===== config.mk =====
export PLATFORM = sky130hd
export DESIGN_NAME = vga_capture
export DESIGN_NICKNAME = d
export VERILOG_FILES = /design/src/rtl/video_pkg.sv /design/src/rtl/sync_edge.sv /design/src/rtl/vga_capture.sv
export SDC_FILE = /design/constraint.sdc
export NUM_CORES = 1
export LEC_CHECK = 0
export ABC_CLOCK_PERIOD_IN_PS = 3100
export BUFFER_PORTS_ARGS = -buffer_cell sky130_fd_sc_hd__buf_2
export CORE_MARGIN = 1.5
export CORE_UTILIZATION = 50
export DETAILED_ROUTE_END_ITERATION = 8
export GPL_TIMING_DRIVEN = 0
export MAX_ROUTING_LAYER = met4
export PLACE_DENSITY = 0.69
export SYNTH_ARGS = -nofsm -noshare
export SYNTH_HDL_FRONTEND = slang
export SYNTH_SLANG_ARGS = --single-unit

===== constraint.sdc =====
create_clock -name clk -period 3.1 [get_ports clk]
set_input_delay 0.31 -clock clk [delete_from_list [all_inputs] [get_ports clk]]
set_output_delay 0.31 -clock clk [all_outputs]
set_load 0.03 [all_outputs]

===== src/rtl/video_pkg.sv =====
// video_pkg: timing constants, capture window geometry and capture FSM states shared by the video blocks
package video_pkg;
  localparam int H_VISIBLE = 400;
  localparam int H_FRONT = 15;
  localparam int H_PULSE = 48;
  localparam int H_BACK = 49;
  localparam int V_VISIBLE = 280;
  localparam int V_FRONT = 10;
  localparam int V_PULSE = 19;
  localparam int V_BACK = 3;
  localparam int X_START = H_BACK;
  localparam int Y_START = V_BACK;
  localparam int DELTA_LEFT = 46;
  localparam int DELTA_TOP = 62;
  localparam int CAP_W = 320;
  localparam int CAP_H = 200;
  localparam int BYTES_PER_LINE = CAP_W / 8;
  typedef enum logic [1:0] {IDLE, VWAIT, SEEK, LINE} cap_state_t;
  function automatic logic [13:0] byte_addr(input logic [9:0] row, input logic [9:0] col, input int bpl);
    return 14'(int'(row) * bpl + int'(col));
  endfunction
endpackage


===== src/rtl/sync_edge.sv =====
// sync_edge: two-flop synchronizer with rise/fall pulses on the synchronized level
module sync_edge #(
  parameter logic INIT = 1'b1
) (
  input  logic clk,
  input  logic rst,
  input  logic d_in,
  output logic rise,
  output logic fall
);
  logic s1_q, s2_q, prev_q;
  // two synchronizer stages plus one history stage for edge detection
  always_ff @(posedge clk) begin
    if (rst) begin
      s1_q <= INIT;
      s2_q <= INIT;
      prev_q <= INIT;
    end else begin
      s1_q <= d_in;
      s2_q <= s1_q;
      prev_q <= s2_q;
    end
  end
  assign rise = s2_q & ~prev_q;
  assign fall = ~s2_q & prev_q;
endmodule


===== src/rtl/vga_capture.sv =====
// vga_capture: recovers sync timing from a raw video stream and writes a 1-bpp capture window into bitmap RAM
module vga_capture #(
  parameter int X_START = video_pkg::X_START,
  parameter int Y_START = video_pkg::Y_START,
  parameter int DELTA_LEFT = video_pkg::DELTA_LEFT,
  parameter int DELTA_TOP = video_pkg::DELTA_TOP,
  parameter int CAP_W = video_pkg::CAP_W,
  parameter int CAP_H = video_pkg::CAP_H,
  parameter int BYTES_PER_LINE = CAP_W / 8
) (
  input  logic        clk,
  input  logic        rst,
  input  logic        enable,
  input  logic        hsync_in,
  input  logic        vsync_in,
  input  logic        pixel_in,
  output logic        we,
  output logic [13:0] address,
  output logic [7:0]  data_in,
  output logic        frame_done,
  output logic        frame_err,
  output logic        locked,
  output logic [9:0]  line_len,
  output logic [9:0]  frame_lines
);
  import video_pkg::*;
  localparam logic [9:0] WIN_S = 10'(X_START + DELTA_LEFT);
  localparam logic [9:0] WIN_E = 10'(X_START + DELTA_LEFT + CAP_W);
  localparam logic [9:0] SEEK_N = 10'(Y_START + DELTA_TOP);
  localparam logic [9:0] ROW_LAST = 10'(CAP_H - 1);
  localparam logic [9:0] SAT = 10'h3ff;
  localparam logic [13:0] LAST_ADDR = 14'(CAP_H * BYTES_PER_LINE - 1);
  logic hs_rise, hs_fall, vs_rise, vs_fall;
  logic pix1_q, pix_q;
  logic [9:0] clk_cnt_q, clk_cnt_d, line_cnt_q, line_cnt_d, line_inc;
  logic [9:0] line_len_q, line_len_d, frame_lines_q, frame_lines_d;
  logic ll_ok_q, ll_ok_d, locked_q, locked_d;
  cap_state_t state_q, state_d;
  logic [9:0] pos_q, pos_d, row_q, row_d, seek_q, seek_d, j;
  logic [6:0] sr_q, sr_d;
  logic [7:0] data_q, data_d;
  logic [13:0] addr_q, addr_d;
  logic we_q, we_d, done_q, done_d, err_q, err_d, in_win;
  sync_edge #(.INIT(1'b1)) u_hs (.clk(clk), .rst(rst), .d_in(hsync_in), .rise(hs_rise), .fall(hs_fall));
  sync_edge #(.INIT(1'b1)) u_vs (.clk(clk), .rst(rst), .d_in(vsync_in), .rise(vs_rise), .fall(vs_fall));
  // pixel gets the same two-stage delay as the syncs so positions line up
  always_ff @(posedge clk) begin
    if (rst) begin
      pix1_q <= 1'b0;
      pix_q <= 1'b0;
    end else begin
      pix1_q <= pixel_in;
      pix_q <= pix1_q;
    end
  end
  // line/frame measurement; a coincident hsync fall is counted before the vsync fall latches the total
  always_comb begin
    line_inc = (hs_fall && line_cnt_q != SAT) ? line_cnt_q + 10'd1 : line_cnt_q;
    clk_cnt_d = hs_fall ? 10'd1 : (clk_cnt_q == SAT ? clk_cnt_q : clk_cnt_q + 10'd1);
    line_len_d = hs_fall ? clk_cnt_q : line_len_q;
    ll_ok_d = hs_fall ? (clk_cnt_q == line_len_q) : ll_ok_q;
    line_cnt_d = vs_fall ? 10'd0 : line_inc;
    frame_lines_d = vs_fall ? line_inc : frame_lines_q;
    locked_d = vs_fall ? (line_inc == frame_lines_q && ll_ok_d) : (hs_fall && !ll_ok_d) ? 1'b0 : locked_q;
  end
  assign in_win = state_q == LINE && pos_q >= WIN_S && pos_q < WIN_E;
  assign j = pos_q - WIN_S;
  // capture FSM; a vsync fall aborts and re-arms from any state, ahead of every other rule
  always_comb begin
    state_d = state_q;
    pos_d = pos_q;
    row_d = row_q;
    seek_d = seek_q;
    sr_d = sr_q;
    data_d = data_q;
    addr_d = addr_q;
    we_d = 1'b0;
    err_d = 1'b0;
    done_d = we_q && addr_q == LAST_ADDR;
    if (vs_fall) begin
      err_d = state_q == SEEK || state_q == LINE;
      state_d = enable ? VWAIT : IDLE;
    end else if (state_q == VWAIT && vs_rise) begin
      state_d = SEEK;
      seek_d = 10'd0;
    end else if (state_q == SEEK && hs_rise) begin
      seek_d = seek_q + 10'd1;
      state_d = (seek_d == SEEK_N) ? LINE : SEEK;
      pos_d = WIN_E;
      row_d = 10'd0;
    end else if (state_q == LINE) begin
      if (in_win && hs_fall) begin
        err_d = 1'b1;
        state_d = IDLE;
      end else if (hs_rise) begin
        pos_d = 10'd1;
      end else if (in_win) begin
        sr_d = {sr_q[5:0], pix_q};
        pos_d = pos_q + 10'd1;
        if (j[2:0] == 3'd7) begin
          we_d = 1'b1;
          data_d = {sr_q, pix_q};
          addr_d = byte_addr(row_q, {3'b000, j[9:3]}, BYTES_PER_LINE);
        end
        if (pos_q == WIN_E - 10'd1) begin
          row_d = row_q + 10'd1;
          state_d = (row_q == ROW_LAST) ? IDLE : LINE;
        end
      end else if (pos_q < WIN_S) begin
        pos_d = pos_q + 10'd1;
      end
    end
  end
  // all state and registered outputs
  always_ff @(posedge clk) begin
    if (rst) begin
      clk_cnt_q <= '0;
      line_cnt_q <= '0;
      line_len_q <= '0;
      frame_lines_q <= '0;
      ll_ok_q <= 1'b0;
      locked_q <= 1'b0;
      state_q <= IDLE;
      pos_q <= '0;
      row_q <= '0;
      seek_q <= '0;
      sr_q <= '0;
      data_q <= '0;
      addr_q <= '0;
      we_q <= 1'b0;
      done_q <= 1'b0;
      err_q <= 1'b0;
    end else begin
      clk_cnt_q <= clk_cnt_d;
      line_cnt_q <= line_cnt_d;
      line_len_q <= line_len_d;
      frame_lines_q <= frame_lines_d;
      ll_ok_q <= ll_ok_d;
      locked_q <= locked_d;
      state_q <= state_d;
      pos_q <= pos_d;
      row_q <= row_d;
      seek_q <= seek_d;
      sr_q <= sr_d;
      data_q <= data_d;
      addr_q <= addr_d;
      we_q <= we_d;
      done_q <= done_d;
      err_q <= err_d;
    end
  end
  assign we = we_q;
  assign address = addr_q;
  assign data_in = data_q;
  assign frame_done = done_q;
  assign frame_err = err_q;
  assign locked = locked_q;
  assign line_len = line_len_q;
  assign frame_lines = frame_lines_q;
endmodule


==> out/results.ini, run 1 <==
[final_layout]
drive_above_1_share_pct = 15.0
nFillCells = 1081
syn_to_final_growth_pct = 18.3
final_util_pct = 60.9
num_antenna_cells = 0
layout.nets = 823
finalNonFillerCells = 970

[power]
power_density_mw_per_mm2 = 509
ir_worst_vdd_uv = 489
power.leakage_nw = 2.94
total_power_mw = 3.74

[placed_design]
place_inst = 937
dp_hpwl_mm = 11.0
gp_congestion = 0.931
port_buffers = 50

[timing]
min_period_ns = 2.85
period_share_pct = 92.1
fmax_mhz = 350
hold_viol_final = 0
maxSlewViolCount = 0
finalSetupViolCount = 0
setup_tns_ns = 0
rsz0062_at_grt = no
relSlewSlack_pct = 41.3
fin_skew_ns = 0.00925
worst_pin_slew_ns = 0.872

[floorplan]
initial_core_util_pct = 51.5
num_io_pins = 52
fp.dieH_um = 114
core_area_mm2 = 0.0121
dieArea_mm2 = 0.0131
row_count = 40
die-width_um = 114

[grt]
grt_use_met1_pct = 33.3
grt_use_met3_pct = 5.51
grt.met2_usage_pct = 39.8
overflow = 0
grt_use_total_pct = 25.6
busiest_layer = met2
grt_pass1_vias = 5280
grt_first_pass_wirelength_mm = 25.7
antenna_found_initial = 0
grt_max_degree = 17

[worst_setup_path]
path_class = flip-flop to flip-flop
endpoint_kind = flip-flop
crit_fanout = 7
critPathLaunch = pos_q[1]$_SDFFE_PP0P_
worstPathRequired_ns = 3.42
rr_startpoint = pos_q[1]$_SDFFE_PP0P_
start_kind = flip-flop
cp.arrival_ns = 3.17

[synth]
ys_top_cells_by_area = dfxtp_1 (37%), nor2_1 (5.6%), ha_1 (5.2%), xor2_1 (4.7%), xnor2_1 (4.4%)
synth_top_area_share_pct = 36.8
synth_area_per_cell_um2 = 8.63
syn_nets = 753
synth_ff_type = dfxtp_1
yosysTopAreaCell = dfxtp_1
synth_area_mm2 = 0.00621
synth-edff-count = 0
synthCells = 719
yosys.cell_types.count = 73
ys_ff_latch = 114
synth_most_common_cell = dfxtp_1
seq_area_frac_synth_pct = 36.8
yosys-top-cells-count = dfxtp_1 (114), nor2_1 (93), nand2_1 (53)
yosys_warnings = 0
synthArstFlopShare_pct = 0

[clock_network]
path_clk_slew_ns = 0.06
clk_latency_ns = 0.42
cts_inserted_buffers = 17
clockBufferDepth = 2
cts_root_buf = clkbuf_16
cts_max_level = 4
cts_num_sinks = 114
cts_tree = yes

[detailed_routing]
via_count = 5436
routedWlPerCell_um = 15.6
drt_pass1_iterations = 5
detail-route-antenna-nets = 0
drtIter0Drc = 346
drt-total-wl_mm = 15.2
drc = 0
via_per_inst = 5.60

[flow_run]
cap_violations = 0

[worst_hold_path]
worstHoldStart = vsync_in
hold_class = input port to flip-flop

[outcome]
outcome = finished clean

## where the power goes
part / switching (mW) / total, mW / internal [mW]
clock: 0.703 / 2.12 / 1.41
sequential: 0.0147 / 1.50 / 1.48
combinational: 0.0846 / 0.125 / 0.0405
## path summary, 6_finish.rpt
check / endpoint / slack, ns / cells after the start
max: address[11]$_SDFFE_PP0P_ / 0.25 / 11
min: u_vs.s1_q$_SDFF_PP1_ / 0.07 / 2
max reg2reg: address[11]$_SDFFE_PP0P_ / 0.25 / 11
min reg2reg: u_hs.s2_q$_SDFF_PP1_ / 0.41 / 1
## logic make-up after synthesis
kind of cell,count (synthesis),share of synthesized area [%]
fa+ha+maj,28,5.89
buf+inv,50,3.51
flops,114,36.8
mux,25,4.03
xor+xnor,64,9.03
simple gates,292,24.7
compound gates,146,16.0
## per-layer routing
metal,up-vias,part of all wire (%)
met4,0,1.4
li1,2714,-
met5,-,0
met1,2558,48
met3,21,5.5
met2,143,45
## state kept, by name, summed over array words and instances (netlist names), 2 cells and up
| name | count |
|---|---|
| address | 14 |
| clk_cnt_q | 10 |
| data_in | 8 |
| frame_lines | 10 |
| line_cnt_q | 10 |
| line_len | 10 |
| pos_q | 10 |
| row_q | 10 |
| seek_q | 10 |
| sr_q | 7 |
| state_q | 2 |
## cell type report
class / count / area, um2 / area share [%]
multi-input cells: 555 / 3720 / 50.7
flip-flops and latches: 114 / 2280 / 31.1
clock buffers: 21 / 470 / 6.41
repair buffers: 52 / 265 / 3.61
well taps: 168 / 210 / 2.86
clock inverters: 11 / 176 / 2.40
plain buffers: 38 / 174 / 2.37
inverters: 11 / 41.3 / 0.562
## stage by stage
step | hold WS, ns | setup WS, ns | instance area (um2)
3_3_place_gp | 0.395 | -0.179 | 6670
2_1_floorplan | 0.389 | 0.319 | 6210
3_5_place_dp | 0.399 | -0.166 | 6670
6_report | 0.0708 | 0.246 | 7340
4_1_cts | 0.0585 | 0.120 | 7320
5_1_grt | 0.0740 | 0.0297 | 7340
## worst max-delay path: stages, from the launching register on
cell and delay, ns:
dfxtp_1 0.34, ha_2 0.22, a41o_2 0.36, xor2_1 0.17, ha_1 0.22, fa_1 0.43
a21o_1 0.20, a21oi_1 0.23, nor2_1 0.10, nand3_1 0.16, xnor2_1 0.08, a211oi_1 0.25
## placed cells by master, fill, tap and decap left out, types with 18 or more instances in the layout
cell type  Yosys  routed
dfxtp_1      114     113
xor2_1        33      33
buf_2          6      56
nand2_1       53      53
xnor2_1       31      31
a21oi_1       43      43
mux2i_1       25      25
ha_1          26      25
o21ai_0       22      22
nor2_1        93      92
nor3_1        18      18
clkbuf_1      26      25
nand3_1       23      23
a211oi_1      25      25
## repair_timing
item,4_1_cts,5_1_grt
cloned,0,0
hold buffers,0,0
endpoints found under the setup margin,5,3
pin swaps,0,2
setup buffers,0,2
resized for setup,3,5
endpoints found under the hold margin,0,0
Note: power is estimated with default switching activity, not from simulation.
==> inputs of run 2 (changes only) <==
Settings changed: PLACE_DENSITY 0.69 to default, PLACE_DENSITY_LB_ADDON from default to 0.12.
==> run 2 against run 1 <==
Critical path depth is the same. Clock-buffer cell count shrank 2. Sequential share of layout area shrank 0.095 points. Via count grew 1.4%. Sequential power is essentially flat. Clock skew shrank 0.0019 ns. Cell count shrank 0.31%. Largest cell class unchanged. Highest routed layer unchanged.
==> out/results.ini, run 2 (same netlist as run 1, synthesis figures left out) <==
[outcome]
outcome = finished clean  ; unchanged

[final_layout]
final_common_cell = dfxtp_1  ; unchanged
largest_register_ffs = 14  ; unchanged
final_util_pct = 61.1  ; was 60.9%
finalNonFillerCells = 967  ; was 970
layout_common_cells = dfxtp_1 (113), nor2_1 (92), buf_2 (56), nand2_1 (53), a21oi_1 (43)  ; unchanged
layout.nets = 821  ; was 823
syn_to_final_growth_pct = 18.7  ; was 18.3%
drive_above_1_share_pct = 14.4  ; was 15.0%
final_cell_area_mm2 = 0.00737  ; was 0.00734 mm2

[timing]
maxSlewViolCount = 0  ; unchanged
finalSetupViolCount = 0  ; unchanged
whs_ns = 0.0780  ; was 0.0708 ns
hold_viol_final = 0  ; unchanged
fmax_mhz = 342  ; was 350 MHz
min_period_ns = 2.92  ; was 2.85 ns
setup_tns_ns = 0  ; unchanged
fin_skew_ns = 0.00736  ; was 0.00925 ns
rsz0062_at_grt = no  ; unchanged
worst_pin_slew_ns = 0.839  ; was 0.872 ns
relSlewSlack_pct = 43.3  ; was 41.3%
period_share_pct = 94.2  ; was 92.1%
fin_ws_ns = 0.179  ; was 0.246 ns

[floorplan]
row_count = 40  ; unchanged
dieArea_mm2 = 0.0131  ; unchanged
core_area_mm2 = 0.0121  ; unchanged
num_io_pins = 52  ; unchanged
die-width_um = 114  ; unchanged
fp.dieH_um = 114  ; unchanged
initial_core_util_pct = 51.5  ; unchanged

[worst_setup_path]
start_kind = flip-flop  ; unchanged
path_class = flip-flop to flip-flop  ; unchanged
worstPathRequired_ns = 3.42  ; about the same
slowest_stage = dfxtp_2  ; was fa_1
cpPeakStageDelay_ns = 0.41  ; was 0.43 ns
r2r_slack_ns = 0.18  ; was 0.25 ns
crit_fanout = 8  ; was 7
worstPathCellList = nand3_1, nor2_4, o21ai_0, xor2_1, ha_1, a21o_1, a31oi_1, nor4_2, nand4_1, xnor2_1, a211oi_1  ; was ha_2, a41o_2, xor2_1, ha_1, fa_1, a21o_1, a21oi_1, nor2_1, nand3_1, xnor2_1, a211oi_1
cp.arrival_ns = 3.24  ; was 3.17 ns
endpoint_kind = flip-flop  ; unchanged

[placed_design]
dpl_cell_area_mm2 = 0.00667  ; unchanged
pre_cts_ws_ns = -0.240  ; was -0.166 ns
dp_hpwl_mm = 11.1  ; was 11.0 mm
place_inst = 937  ; unchanged
gp_congestion = 0.952  ; was 0.931
port_buffers = 50  ; unchanged

[clock_network]
clk_latency_ns = 0.42  ; about the same
path_clk_slew_ns = 0.05  ; was 0.06 ns
cts_num_sinks = 114  ; unchanged
clockBufferDepth = 2  ; unchanged
holdBufCountCts = 0  ; unchanged
cts_inserted_buffers = 17  ; unchanged
post-cts-setup-buffers = 0  ; unchanged
cts_tree = yes  ; unchanged
cts_root_buf = clkbuf_16  ; unchanged
cts_max_level = 4  ; unchanged

[detailed_routing]
via_count = 5512  ; was 5436
drt-total-wl_mm = 15.6  ; was 15.2 mm
drt_pass1_iterations = 5  ; unchanged
drc = 0  ; unchanged
detail-route-antenna-nets = 0  ; unchanged
via_per_inst = 5.70  ; was 5.60
drtIter0Drc = 458  ; was 346
routedWlPerCell_um = 16.1  ; was 15.6 um

[grt]
grt_use_total_pct = 25.6  ; about the same
grt_pass1_vias = 5122  ; was 5280
overflow = 0  ; unchanged
antenna_found_initial = 1  ; was 0
grt_max_degree = 17  ; unchanged
grt_first_pass_wirelength_mm = 25.5  ; was 25.7 mm

[power]
ir_worst_vdd_uv = 386  ; was 489 uV
power_density_mw_per_mm2 = 531  ; was 509 mW/mm2
power.leakage_nw = 2.96  ; was 2.94 nW
total_power_mw = 3.91  ; was 3.74 mW

[flow_run]
cap_violations = 0  ; unchanged

[worst_hold_path]
hold_class = input port to flip-flop  ; unchanged

-- run 2: changes by cell type in the layout (fill, tap and decap cells not counted) --
| cell | before | now |
|---|---|---|
| clkbuf_8 | 3 | 2 |
| clkinvlp_4 | 4 | 1 |
| buf_4 | 2 | 0 |
| ha_1 | 25 | 26 |
| ha_2 | 1 | 0 |
| bufinv_16 | 4 | 7 |
| clkbuf_2 | 1 | 0 |
| clkinv_4 | 2 | 0 |
| diode_2 | 0 | 1 |
| inv_6 | 1 | 0 |
| clkinv_2 | 0 | 3 |
-- run 2: final timing paths --
| kind | cells past startpoint | from | to |
|---|---|---|---|
| worst max register to register | 11 | pos_q[2]$_SDFFE_PP0P_ | address[12]$_SDFFE_PP0P_ |
| worst min-delay path | 2 | hsync_in | u_hs.s1_q$_SDFF_PP1_ |
| worst max-delay path | 11 | pos_q[2]$_SDFFE_PP0P_ | address[12]$_SDFFE_PP0P_ |
| worst min register to register | 1 | u_vs.s1_q$_SDFF_PP1_ | u_vs.s2_q$_SDFF_PP1_ |
-- run 2: what timing repair did --
| action | in CTS | in global routing |
|---|---|---|
| gates resized for setup | 3 | 2 |
| cloned | 0 | 0 |
| setup endpoints to repair | 5 | 4 |
| hold endpoints to repair | 0 | 0 |
-- run 2: routing by layer --
layer / GRT usage, % / share of wire [%] / vias to the layer above
li1: - / - / 2717
met1: 33.7 / 47 / 2580
met2: 38.8 / 45 / 194
met3: 6.19 / 6.5 / 21
met4: 8.42 / 1.6 / 0
met5: - / 0 / -
-- run 2: area by class of cell --
class / instances / area (um2)
clock inverter: 11 / 233
clock buffer: 19 / 453
antenna: 1 / 2.50
buffer: 38 / 173
multi-input combinational: 555 / 3720
tap: 168 / 210
timing repair buffer: 50 / 250
fill: 1096 / 4690
sequential: 114 / 2280
inverter: 11 / 41.3
-- run 2: where the power goes --
group / internal [mW] / switching (mW) / total (mW)
Combinational: 0.0405 / 0.0877 / 0.128
Clock: 1.62 / 0.674 / 2.29
Sequential: 1.48 / 0.0138 / 1.50
-- run 2: worst max-delay path, delay by kind of cell, from the launching register on --
family	cells	cell delay (ns)
AND/OR/NAND/NOR	4	1.02
AO/OA/AOI/OAI	4	0.70
flip-flops	1	0.41
XOR/XNOR	2	0.38
adder cells (fa/ha/maj)	1	0.32
==> inputs of run 3 (changes only) <==
--- a/config.mk
+++ b/config.mk
@@ -9,2 +9,3 @@
 export BUFFER_PORTS_ARGS = -buffer_cell sky130_fd_sc_hd__buf_2
+export CORE_ASPECT_RATIO = 1.1
 export CORE_MARGIN = 1.5
@@ -15,2 +16,3 @@
 export PLACE_DENSITY_LB_ADDON = 0.12
+export SLEW_MARGIN = 0
 export SYNTH_ARGS = -nofsm -noshare
==> constraint.sdc (replaced) <==
create_clock -name clk -period 3.1 [get_ports clk]
set_input_delay 0 -clock clk [delete_from_list [all_inputs] [get_ports clk]]
set_output_delay 0 -clock clk [all_outputs]
set_load 0.03 [all_outputs]
==> run 3 against run 2 <==
Sequential power barely moved. Clock power fell by 20%. Via count fell by 0.94%. Core utilization fell by 0.95 points. Global-route usage fell by 0.94 points. Largest cell class unchanged.
==> out/results.ini, run 3 (same netlist as run 1, synthesis figures left out) <==
[worst_hold_path]
whs_path_depth = 3  ; was 2
worstHoldEndpoint = address[13]$_SDFFE_PP0P_  ; was u_hs.s1_q$_SDFF_PP1_
hold_class = input port to flip-flop  ; unchanged
worstHoldStart = rst  ; was hsync_in

[clock_network]
path_clk_slew_ns = 0.06  ; was 0.05 ns
cts_max_level = 4  ; unchanged
cts_inserted_buffers = 17  ; unchanged
clk_latency_ns = 0.43  ; was 0.42 ns
cts_root_buf = clkbuf_16  ; unchanged
cts_num_sinks = 114  ; unchanged
clockBufferDepth = 2  ; unchanged
cts_tree = yes  ; unchanged

[grt]
grt_max_degree = 17  ; unchanged
grt_use_met1_pct = 29.4  ; was 33.7%
antenna_found_initial = 0  ; was 1
overflow = 0  ; unchanged
grt.met2_usage_pct = 39.8  ; was 38.8%
grt_use_total_pct = 24.7  ; was 25.6%
grt_pass1_vias = 5137  ; was 5122
grt_first_pass_wirelength_mm = 24.6  ; was 25.5 mm
busiest_layer = met2  ; unchanged
grt_use_met3_pct = 6.14  ; was 6.19%

[floorplan]
row_count = 42  ; was 40
dieArea_mm2 = 0.0131  ; about the same
fp.dieH_um = 120  ; was 114 um
die-width_um = 109  ; was 114 um
initial_core_util_pct = 51.3  ; was 51.5%
num_io_pins = 52  ; unchanged
core_area_mm2 = 0.0121  ; about the same

[timing]
min_period_ns = 2.88  ; was 2.92 ns
setup_tns_ns = 0  ; unchanged
period_share_pct = 92.8  ; was 94.2%
whs_ns = 0.234  ; was 0.0780 ns
finalSetupViolCount = 0  ; unchanged
hold_viol_final = 0  ; unchanged
rsz0062_at_grt = no  ; unchanged
fmax_mhz = 348  ; was 342 MHz
fin_ws_ns = 0.223  ; was 0.179 ns
fin_skew_ns = 0.00966  ; was 0.00736 ns
relSlewSlack_pct = 31.2  ; was 43.3%
worst_pin_slew_ns = 1.02  ; was 0.839 ns
maxSlewViolCount = 0  ; unchanged

[power]
total_power_mw = 3.46  ; was 3.91 mW
power_density_mw_per_mm2 = 476  ; was 531 mW/mm2
power.leakage_nw = 2.91  ; was 2.96 nW
ir_worst_vdd_uv = 457  ; was 386 uV

[worst_setup_path]
rr_endpoint = address[11]$_SDFFE_PP0P_  ; was address[12]$_SDFFE_PP0P_
crit_fanout = 7  ; was 8
cp.arrival_ns = 3.21  ; was 3.24 ns
worstPathCellList = ha_1, a41o_2, xor2_1, ha_1, fa_1, a21o_1, a21oi_1, nor2_1, nand3_1, xnor2_1, a211oi_1  ; was nand3_1, nor2_4, o21ai_0, xor2_1, ha_1, a21o_1, a31oi_1, nor4_2, nand4_1, xnor2_1, a211oi_1
rr_startpoint = pos_q[1]$_SDFFE_PP0P_  ; was pos_q[2]$_SDFFE_PP0P_
slowest_stage = fa_1  ; was dfxtp_2
worstPathRequired_ns = 3.43  ; was 3.42 ns
crit_top_cell = ha_1
endpoint_kind = flip-flop  ; unchanged
cpPeakStageDelay_ns = 0.41  ; about the same
path_class = flip-flop to flip-flop  ; unchanged
r2r_slack_ns = 0.22  ; was 0.18 ns
rr_worst_depth = 11  ; unchanged
start_kind = flip-flop  ; unchanged

[placed_design]
gp_congestion = 0.917  ; was 0.952
pre_cts_ws_ns = -0.133  ; was -0.240 ns
port_buffers = 50  ; unchanged
dp_hpwl_mm = 10.8  ; was 11.1 mm

[final_layout]
num_antenna_cells = 0  ; was 1
layout_common_cells = dfxtp_1 (113), nor2_1 (92), buf_2 (56), nand2_1 (53), a21oi_1 (43)  ; unchanged
largest_register_ffs = 14  ; unchanged
nFillCells = 1090  ; was 1096
syn_to_final_growth_pct = 17.1  ; was 18.7%
drive_above_1_share_pct = 14.7  ; was 14.4%
final_common_cell = dfxtp_1  ; unchanged
layout.nets = 825  ; was 821
final_util_pct = 60.1  ; was 61.1%

[detailed_routing]
via_count = 5460  ; was 5512
detail-route-antenna-nets = 0  ; unchanged
drc = 0  ; unchanged
drt_pass1_iterations = 5  ; unchanged
via_per_inst = 5.70  ; about the same
routedWlPerCell_um = 15.5  ; was 16.1 um
drtIter0Drc = 330  ; was 458
drt-total-wl_mm = 14.8  ; was 15.6 mm

[outcome]
outcome = finished clean  ; unchanged

[flow_run]
cap_violations = 0  ; unchanged

## run 3: cell count changes in the layout (fill, tap and decap cells not counted), sizes merged
cell | previous run | this run
bufinv | 7 | 0
clkbuf | 44 | 43
clkinvlp | 1 | 3
diode | 1 | 0
dlygate4sd3 | 0 | 4
inv | 11 | 19
## run 3: routing by layer
| layer | vias to the layer above | share of wire, % |
|---|---|---|
| li1 | 2724 | - |
| met1 | 2559 | 45 |
| met2 | 136 | 48 |
| met3 | 41 | 4.3 |
| met4 | 0 | 2.9 |
| met5 | - | 0 |
## run 3: power by group
group / switching [mW] / leakage, nW / internal [mW]
Clock: 0.771 / 0.267 / 1.07
Combinational: 0.0851 / 1.72 / 0.0437
Sequential: 0.0155 / 0.922 / 1.48
## run 3: final cells by class
type / count / area [um2] / share of cell area (%)
multi-input cells: 555 / 3730 / 51.3
flip-flops and latches: 114 / 2280 / 31.4
well taps: 154 / 193 / 2.65
repair buffers: 54 / 290 / 3.99
clock inverters: 14 / 121 / 1.67
plain buffers: 38 / 173 / 2.38
clock buffers: 18 / 439 / 6.04
inverters: 11 / 41.3 / 0.568
## run 3: stage by stage
step           instances  cell area [um2]
5_1_grt              958             7270
4_1_cts              959             7260
2_1_floorplan        719             6210
6_report             958             7270
3_5_place_dp         923             6650
3_3_place_gp         923             6650
## run 3: worst max-delay path, delay by kind of cell (launching register included)
kind                     cells  cell delay (ns)
AND/OR/NAND/NOR              2             0.24
AO/OA/AOI/OAI                4             1.05
XOR/XNOR                     2             0.25
flip-flops                   1             0.34
adder cells (fa/ha/maj)      3             0.90
## run 3: how the worst max path moves through the flow
stage	slack [ns]	depth (start not counted)	startpoint	end
finish	0.22	11	pos_q[1]$_SDFFE_PP0P_	address[11]$_SDFFE_PP0P_
detailed placement	-0.13	12	pos_q[2]$_SDFFE_PP0P_	address[12]$_SDFFE_PP0P_
floorplan	0.32	12	pos_q[2]$_SDFFE_PP0P_	address[12]$_SDFFE_PP0P_
global placement	-0.1	12	pos_q[2]$_SDFFE_PP0P_	address[12]$_SDFFE_PP0P_
global route	0.05	11	pos_q[1]$_SDFFE_PP0P_	address[11]$_SDFFE_PP0P_
CTS	0.003	12	pos_q[2]$_SDFFE_PP0P_	address[12]$_SDFFE_PP0P_
## run 3: repair_timing
action / 4_1_cts / 5_1_grt
buffers inserted: 0 / 0
hold endpoints to repair: 4 / 0
setup endpoints to repair: 3 / 6
hold buffers: 4 / 0
resized for setup: 2 / 4
